<file path="config.mk">
export PLATFORM = sky130hd
export DESIGN_NAME = spi_sequencer
export DESIGN_NICKNAME = d
export VERILOG_FILES = /design/src/rtl/spi_sequencer.sv
export SDC_FILE = /design/constraint.sdc
export NUM_CORES = 1
export LEC_CHECK = 0
export ABC_CLOCK_PERIOD_IN_PS = 1650
export BUFFER_PORTS_ARGS = -buffer_cell sky130_fd_sc_hd__clkbuf_2
export CORE_UTILIZATION = 35
export DETAILED_ROUTE_END_ITERATION = 10
export PLACE_DENSITY = 0.71
export SLEW_MARGIN = 15
export SYNTH_ARGS = -nofsm -noshare
export SYNTH_HDL_FRONTEND = slang
export SYNTH_SLANG_ARGS = --single-unit
</file>
<file path="constraint.sdc">
create_clock -name i_clk -period 1.65 [get_ports i_clk]
set_clock_uncertainty 0.05 [all_clocks]
set_input_delay 0.0825 -clock i_clk [delete_from_list [all_inputs] [get_ports i_clk]]
set_output_delay 0.0825 -clock i_clk [all_outputs]
set_load 0.02 [all_outputs]
</file>
<file path="src/rtl/spi_sequencer.sv">
// Round-robin sequencer driving one SPI master register port for two requesters.
// Optional STATUS poll timeout is enabled by defining SPI_SEQ_TIMEOUT_EN.
module spi_sequencer #(
    parameter logic [15:0] POLL_MAX = 16'd1000
) (
    input  logic        i_clk,
    input  logic        i_rst_n,
    input  logic [1:0]  i_req,
    input  logic [15:0] i_ctrl,
    input  logic [15:0] i_tx,
    output logic [1:0]  o_done,
    output logic [7:0]  o_rx,
    output logic        o_err,
    output logic        o_busy,
    output logic        o_en,
    output logic        o_wr,
    output logic [3:0]  o_addr,
    output logic [7:0]  o_wdata,
    input  logic [7:0]  i_rdata
);

    typedef enum logic [3:0] {
        IDLE, WR_CTRL, WR_DATA, POLL_RD, POLL_CHK, RD_DATA, RD_WAIT, RELEASE, DONE
    } state_t;

    localparam logic [3:0] ADDR_STATUS = 4'd0;
    localparam logic [3:0] ADDR_DOUT   = 4'd1;
    localparam logic [3:0] ADDR_DIN    = 4'd2;
    localparam logic [3:0] ADDR_CTRL   = 4'd3;
    localparam logic [7:0] SS_BIT      = 8'h04;

    state_t     state, state_nxt;
    logic       gnt_nxt, gnt_idx, last_gnt;
    logic [7:0] ctrl_q, tx_q, rx_q;
    logic [1:0] done_q;
    logic       poll_expired;
    logic       grant;

    assign grant = (state == IDLE) && (|i_req);

    // Requester 1 only wins a tie when requester 0 was served last.
    always_comb begin
        gnt_nxt = 1'b0;
        case (i_req)
            2'b10:   gnt_nxt = 1'b1;
            2'b11:   gnt_nxt = ~last_gnt;
            default: gnt_nxt = 1'b0;
        endcase
    end

    // NOTE: sequential state is updated with non-blocking assignments so every
    // flop samples pre-edge values regardless of process evaluation order.
    always_ff @(posedge i_clk) begin
        if (!i_rst_n) state <= IDLE;
        else          state <= state_nxt;
    end

    always_comb begin
        state_nxt = state;
        case (state)
            IDLE:     if (|i_req) state_nxt = WR_CTRL;
            WR_CTRL:  state_nxt = WR_DATA;
            WR_DATA:  state_nxt = POLL_RD;
            POLL_RD:  state_nxt = POLL_CHK;
            POLL_CHK: begin
                if (!i_rdata[0])       state_nxt = RD_DATA;
                else if (poll_expired) state_nxt = RELEASE;
                else                   state_nxt = POLL_RD;
            end
            RD_DATA:  state_nxt = RD_WAIT;
            RD_WAIT:  state_nxt = RELEASE;
            RELEASE:  state_nxt = DONE;
            DONE:     state_nxt = IDLE;
            default:  state_nxt = IDLE;
        endcase
    end

    // NOTE: every output gets a default before the case so no path infers a latch.
    always_comb begin
        o_en    = 1'b0;
        o_wr    = 1'b0;
        o_addr  = ADDR_STATUS;
        o_wdata = 8'h00;
        case (state)
            WR_CTRL: begin
                o_en = 1'b1; o_wr = 1'b1; o_addr = ADDR_CTRL; o_wdata = ctrl_q | SS_BIT;
            end
            WR_DATA: begin
                o_en = 1'b1; o_wr = 1'b1; o_addr = ADDR_DOUT; o_wdata = tx_q;
            end
            POLL_RD: begin
                o_en = 1'b1; o_addr = ADDR_STATUS;
            end
            RD_DATA: begin
                o_en = 1'b1; o_addr = ADDR_DIN;
            end
            RELEASE: begin
                o_en = 1'b1; o_wr = 1'b1; o_addr = ADDR_CTRL; o_wdata = ctrl_q & ~SS_BIT;
            end
            default: ;
        endcase
    end

    assign o_busy = (state != IDLE);

    always_ff @(posedge i_clk) begin
        if (!i_rst_n) begin
            last_gnt <= 1'b1;
            gnt_idx  <= 1'b0;
            ctrl_q   <= 8'h00;
            tx_q     <= 8'h00;
            rx_q     <= 8'h00;
            done_q   <= 2'b00;
        end else begin
            done_q <= 2'b00;
            if (grant) begin
                gnt_idx <= gnt_nxt;
                ctrl_q  <= gnt_nxt ? i_ctrl[15:8] : i_ctrl[7:0];
                tx_q    <= gnt_nxt ? i_tx[15:8]   : i_tx[7:0];
            end
            if (state == RD_WAIT) rx_q <= i_rdata;
            // A timed-out transfer reports an all-zero byte.
            if (state == POLL_CHK && i_rdata[0] && poll_expired) rx_q <= 8'h00;
            if (state == DONE) begin
                done_q   <= gnt_idx ? 2'b10 : 2'b01;
                last_gnt <= gnt_idx;
            end
        end
    end

    assign o_done = done_q;
    assign o_rx   = rx_q;

`ifdef SPI_SEQ_TIMEOUT_EN
    logic [15:0] poll_cnt;
    logic        timeout_q;
    logic        err_q;

    always_ff @(posedge i_clk) begin
        if (!i_rst_n) begin
            poll_cnt  <= 16'd0;
            timeout_q <= 1'b0;
            err_q     <= 1'b0;
        end else begin
            err_q <= 1'b0;
            if (grant) begin
                poll_cnt  <= 16'd0;
                timeout_q <= 1'b0;
            end else if (state == POLL_RD) begin
                poll_cnt <= poll_cnt + 16'd1;
            end
            if (state == POLL_CHK && i_rdata[0] && poll_expired) timeout_q <= 1'b1;
            if (state == DONE) err_q <= timeout_q;
        end
    end

    assign poll_expired = (poll_cnt >= POLL_MAX);
    assign o_err        = err_q;
`else
    assign poll_expired = 1'b0;
    assign o_err        = 1'b0;
`endif

endmodule

</file>
==> results of run 1 <==
[metrics by stage]
| step | hold WS [ns] | cell area (um2) | worst slack [ns] | total power [W] |
|---|---|---|---|---|
| detailed placement | 0.3001 | 2019 | 0.01132 | 0.001368 |
| floorplan | 0.2020 | 1660 | 0.05812 | 0.001217 |
| finish | 0.02592 | 2203 | 0.07499 | 0.001984 |
| global route | 0.03248 | 2203 | -0.01297 | 0.002097 |
| CTS | 0.01687 | 2183 | 0.001904 | 0.001993 |
| global placement | 0.2915 | 2019 | 0.03387 | 0.001359 |
[cell families (layout without fill, tap and decap cells)]
logic type | count (synthesis) | count (layout) | synth area share
AO/OA/AOI/OAI | 53 | 53 | 0.2952
multiplexers | 10 | 10 | 0.06208
XOR/XNOR | 2 | 2 | 0.01060
flip-flops | 31 | 31 | 0.3755
AND/OR/NAND/NOR | 53 | 53 | 0.1734
buffers and inverters | 27 | 89 | 0.08099
other | 1 | 3 | 0.002269
[path summary, 6_finish.rpt]
check / end / slack, ns
worst min-delay path: o_rx[3] / 0.03
worst max register to register: state[1] / 0.18
worst max-delay path: o_wdata[7] / 0.07
worst min register to register: o_done[0] / 0.40
[metal layers]
metal / vias up / share of wire
met3: 5 / 0.034
met5: - / 0
met2: 33 / 0.50
met1: 719 / 0.46
met4: 0 / 0.0073
li1: 779 / -
[worst max-delay path: stages, from the launching register on]
cell,delay (ns)
dfxtp_2,0.38
buf_4,0.19
nand2b_2,0.25
o32ai_2,0.14
clkbuf_4,0.21
[cell usage in the layout, fill, tap and decap left out, drive strengths merged]
master / count
mux2: 2
buf: 17
nand3b: 1
o32ai: 20
a21oi: 3
nor2b: 11
dfxtp: 31
nand2b: 3
mux2i: 8
nor3: 2
a21boi: 1
nor4: 2
nor2: 8
and4b: 1
nand3: 1
o21a: 1
conb: 3
nand2: 19
a21bo: 1
clkinv: 1
a22oi: 20
inv: 7
o21ai: 1
a2111oi: 1
xnor2: 2
a32oi: 2
and2: 2
nor3b: 2
clkbuf: 64
a211oi: 1
o31ai: 1
o211ai: 1
nor4bb: 1
[cell usage after synthesis, drive strengths merged (2+ instances only)]
| master | number |
|---|---|
| nand2b | 3 |
| mux2 | 2 |
| and2 | 2 |
| xnor2 | 2 |
| a22oi | 20 |
| mux2i | 8 |
| clkbuf | 9 |
| nor4 | 2 |
| nor3b | 2 |
| nor3 | 2 |
| a32oi | 2 |
| nor2 | 8 |
| buf | 11 |
| nor2b | 11 |
| inv | 7 |
| dfxtp | 31 |
| a21oi | 3 |
| o32ai | 20 |
| nand2 | 19 |
[what timing repair did]
item,in CTS,in global routing
endpoints found under the setup margin,10,11
gates cloned,0,0
buffers inserted,0,1
pin swaps,0,1
resized for setup,19,12
[sequential cells by signal, indices dropped and copies added, names as in the netlist]
register / cells
gnt_idx: 1
tx_q: 8
state: 4
o_done: 2
o_rx: 8
ctrl_q: 7
last_gnt: 1
[power breakdown]
group          internal, W  switching (W)  leakage (nW)  total, W
clock             0.000326       0.000258        0.0470  0.000585
sequential        0.000818      0.0000566         0.257  0.000875
combinational     0.000235       0.000289         0.626  0.000524
[area by class of cell]
type                    instances  area, um2  share of cell area
flip-flops and latches         31      630.6              0.2862
repair buffers                 75      415.4              0.1885
clock buffers                   6      82.58             0.03748
clock inverters                 1      5.005            0.002271
well taps                      52      65.06             0.02953
inverters                       7      26.28             0.01193
multi-input cells             121      978.4              0.4441
==> reports/results.ini, run 1 <==
[cells_and_area]
syn_to_final_growth_pct = 33.31
nets = 285
fin_cells = 293
antenna_cells = 0
filler_cell_count = 428
drive_above_1_share = 0.4772
post-route-util = 0.4958

[floorplanning]
rows = 24
die-area_um2 = 5001
core-area_um2 = 4444
io_pins = 70
initial_utilization = 0.3719
dieHeight_um = 70.72
die_w_um = 70.72

[timing]
max_slew_margin = 0.5961
setup-tns-final_ns = 0
rsz0062_at_grt = yes
post-route-min-period_ns = 1.575
setup_viol = 0
drv_slew = 0
worstMarginPinSlew_ns = 0.6031
fmax_mhz = 634.9
final_hold_viol_count = 0
period_share = 0.9546

[grt]
grt_usage = 0.1694
overflow = 0
busiest_layer = met2
grt_antenna_before_repair = 0
gr-usage-met2 = 0.2938
grtUsageMet1 = 0.2148
grt_max_degree = 17
grt_pass1_vias = 1482
grt_pass1_wl_mm = 6.810
met3_usage = 0.03276

[critical_path]
cp-startpoint = state[3]
r2r-start = state[2]
arrival_ns = 1.44
worstSetupStartpointType = flip-flop
setup.worst_path.class = reg -> out
path_max_fanout = 9
endpoint_kind = output pin
reg2reg_depth = 5
required_ns = 1.52

[pwr]
vdd_ir_drop_max_mv = 0.3882
p_leak_nw = 0.9303
powerDensity_nw_per_um2 = 900.5

[synth]
synth_edf_count = 0
ys_types = 38
ys.flop_type = dfxtp_1
synth_area_per_cell_um2 = 9.338
ys_ff_latch = 31
async_reset_ff_frac = 0
synth_top_cell_by_area = dfxtp_1
synth_top_area_frac = 0.3755
synth_area_um2 = 1653
synthCells = 177
ys_seq_area_frac = 0.3755
synth_area_leaders = dfxtp_1, o32ai_1, a22oi_2, mux2i_1, a22oi_1
ys_warn_count = 0

[drt]
drcViolationCount = 8
totalWireLength_mm = 3.986
num_vias = 1536
drtIter0Drc = 92
antenna_left = 0
routedWlPerCell_um = 13.60
vias_per_cell = 5.242
firstDrtPassIters = 7

[cts]
clock_sinks = 31
clock_latency_ns = 0.27
htree_levels = 2
path_clk_slew_ns = 0.06
cts_hold_repair.buffers = 0
cts_buffer_depth = 2
cts_buffers = 5
cts_root_buffer = clkbuf_8
tritoncts = done

[status]
status = complete, but fails checks
violations = DRC

[placed_design]
dpl.hpwl_mm = 2.918
place_congestion = 0.8392
place.port_buffers = 64
placed_cells = 285

[min_path]
hp-start = i_rdata[3]
hold_depth = 3
hp-class = in -> reg

[job]
cap_violations = 0

No activity file was read; power rests on OpenSTA's default activity.
==> inputs of run 2 (changes only) <==
--- a/config.mk
+++ b/config.mk
@@ -7,9 +7,10 @@
 export LEC_CHECK = 0
 export ABC_CLOCK_PERIOD_IN_PS = 1650
 export BUFFER_PORTS_ARGS = -buffer_cell sky130_fd_sc_hd__clkbuf_2
+export CAP_MARGIN = 40
 export CORE_UTILIZATION = 35
 export DETAILED_ROUTE_END_ITERATION = 10
-export PLACE_DENSITY = 0.71
+export GPL_TIMING_DRIVEN = 0
 export SLEW_MARGIN = 15
 export SYNTH_ARGS = -nofsm -noshare
 export SYNTH_HDL_FRONTEND = slang
==> run 2 against run 1 <==
  * The flow still finishes with violations (DRC)
  * Highest routed layer unchanged
  * Count of clock-buffer cells in the layout is the same
  * Worst setup slack lost 0.049 ns
  * First-iteration DRC count is the same
  * Clock power shrank 0.9%
  * Sequential cell count is the same
  * Combinational power grew 13%
  * Via count grew 1.8%
==> reports/results.ini, run 2 (synthesis results as in run 1) <==
[cells_and_area]
final_common_cell = clkbuf_2
antenna_cells = 0  ; unchanged
final_cell_mix = clkbuf_2, dfxtp_1, buf_4, nand2_1, o32ai_1
nets = 296  ; +3.9%
drive_above_1_share = 0.4862  ; +0.008988
syn_to_final_growth_pct = 41.33
post-route-util = 0.5256  ; +0.02984
filler_cell_count = 440  ; +2.8%

[pwr]
combPwrFrac = 0.290  ; +0.026
clkPwrFrac = 0.284  ; -0.011
power_switching_w = 0.0006510  ; +7.7%
p_int_w = 0.001392  ; +0.85%
p_seq_frac = 0.426  ; -0.015
finalPower_w = 0.002043  ; +3.0%
p_leak_nw = 0.9804  ; +5.4%
netSwitchingFraction = 0.3187  ; +0.01418
powerDensity_nw_per_um2 = 874.5  ; -2.9%
vdd_ir_drop_max_mv = 0.3676  ; -5.3%

[cts]
path_clk_slew_ns = 0.07  ; about the same
cts_hold_repair.buffers = 0  ; unchanged
clock_latency_ns = 0.28  ; about the same
cts_root_buffer = clkbuf_8
cts_buffers = 5  ; unchanged
htree_levels = 2  ; unchanged
cts_buffer_depth = 2  ; unchanged
clock_sinks = 31  ; unchanged
tritoncts = done

[critical_path]
required_ns = 1.52  ; about the same
setup.worst_path.class = reg -> out
path_max_fanout = 10  ; +1
critPathSlowestCell = dfxtp_2
arrival_ns = 1.49  ; +0.05 ns
max_stage_delay_ns = 0.34  ; -0.04 ns
critical_path.cell_chain = buf_8 > and2_2 > a22oi_1 > o32ai_2 > buf_4
worstSetupStartpointType = flip-flop
endpoint_kind = output pin

[timing]
holdWs_ns = 0.01038  ; -0.01554 ns
drv_slew = 0  ; unchanged
final_hold_viol_count = 0  ; unchanged
period_share = 0.9843  ; +0.02971
fmax_mhz = 615.7  ; -3.0%
worstMarginPinSlew_ns = 0.5833  ; -0.01979 ns
setup_viol = 0  ; unchanged
max_slew_margin = 0.6111  ; +0.01501
rsz0062_at_grt = yes
post-route-min-period_ns = 1.624  ; +0.04903 ns

[floorplanning]
io_pins = 70  ; unchanged
die_w_um = 70.72  ; unchanged
die-area_um2 = 5001  ; unchanged
rows = 24  ; unchanged
core-area_um2 = 4444  ; unchanged
initial_utilization = 0.3719  ; unchanged
dieHeight_um = 70.72  ; unchanged

[drt]
drcViolationCount = 10  ; +2
vias_per_cell = 5.128  ; -2.2%
totalWireLength_mm = 4.127  ; +3.5%
num_vias = 1564  ; +1.8%
firstDrtPassIters = 7  ; unchanged
drtIter0Drc = 92  ; unchanged
routedWlPerCell_um = 13.53  ; -0.54%
antenna_left = 0  ; unchanged

[job]
cap_violations = 0  ; unchanged

[grt]
grt_pass1_vias = 1538  ; +3.8%
overflow = 0  ; unchanged
grt_usage = 0.1725  ; +0.003061
grt_antenna_before_repair = 0  ; unchanged
grt_max_degree = 11  ; -6
grt_pass1_wl_mm = 6.803  ; -0.10%

[placed_design]
place_congestion = 0.7859  ; -6.4%
dpl.hpwl_mm = 3.036  ; +4.0%
place.port_buffers = 63  ; -1.6%

[status]
violations = DRC
status = complete, but fails checks

[min_path]
hp-class = in -> reg

-- run 2: cell count changes in the layout (fill, tap and decap cells not counted), moves of 2 or more --
cell	change
clkbuf_1	+5
buf_6	+3
buf_8	+3
a22oi_2	+4
a22oi_1	-4
clkbuf_2	-2
dfxtp_4	-2
dfxtp_1	+3
buf_4	+4
-- run 2: area by class of cell --
| class | count | area (um2) | share of cell area |
|---|---|---|---|
| Multi-Input combinational cell | 121 | 1007 | 0.4312 |
| Sequential cell | 31 | 621.8 | 0.2662 |
| Timing Repair Buffer | 66 | 362.8 | 0.1553 |
| Buffer | 20 | 167.7 | 0.07177 |
| Clock buffer | 6 | 72.57 | 0.03107 |
| Tap cell | 52 | 65.06 | 0.02785 |
| Inverter | 7 | 26.28 | 0.01125 |
| Clock inverter | 2 | 12.51 | 0.005356 |
-- run 2: final timing paths --
check / startpoint / end / slack (ns) / depth (start not counted)
setup / recovery: state[0] / o_wdata[4] / 0.03 / 5
hold / removal: i_rdata[5] / o_rx[5] / 0.01 / 3
setup reg to reg: state[3] / o_rx[2] / 0.14 / 5
hold reg to reg: tx_q[2] / tx_q[2] / 0.41 / 2
-- run 2: per-layer routing --
layer | wire length [um] | up-vias | GRT usage
li1 | - | 809 | -
met2 | 1962 | 38 | 0.2949
met4 | 51 | 0 | 0.06000
met5 | 0 | - | 0
met1 | 1928 | 712 | 0.2238
met3 | 185 | 5 | 0.02279
-- run 2: worst max-delay path: cells and delay by family, from the launching register on --
family	cells	cell delay (ns)
AND/OR/NAND/NOR	1	0.24
flip-flops	1	0.34
buffers and inverters	2	0.31
AO/OA/AOI/OAI	2	0.32
-- run 2: repair_timing --
item | in CTS | in global routing
pin swaps | 4 | 3
buffers inserted | 2 | 1
endpoints found under the hold margin | 0 | 0
setup endpoints to repair | 26 | 31
gates resized for setup | 36 | 32
-- run 2: per-stage QoR --
step | instance area (um2) | std cells | worst slack (ns) | setup TNS (ns)
2_1_floorplan | 1660 | 179 | 0.05812 | 0
3_3_place_gp | 2041 | 294 | -0.1122 | -0.8835
3_5_place_dp | 2041 | 294 | -0.1082 | -1.163
4_1_cts | 2271 | 304 | -0.004838 | -0.004838
5_1_grt | 2336 | 305 | -0.04843 | -0.1009
6_report | 2336 | 305 | 0.02596 | 0
-- run 2: power groups by stage --
stage | clock (W) | sequential, W | combinational, W
final | 0.000580 | 0.000869 | 0.000593
after global routing | 0.000630 | 0.000878 | 0.000644
after CTS | 0.000600 | 0.000864 | 0.000566
after detailed placement | 0 | 0.000879 | 0.000497
after global placement | 0 | 0.000879 | 0.000490
after floorplan | 0 | 0.000865 | 0.000352
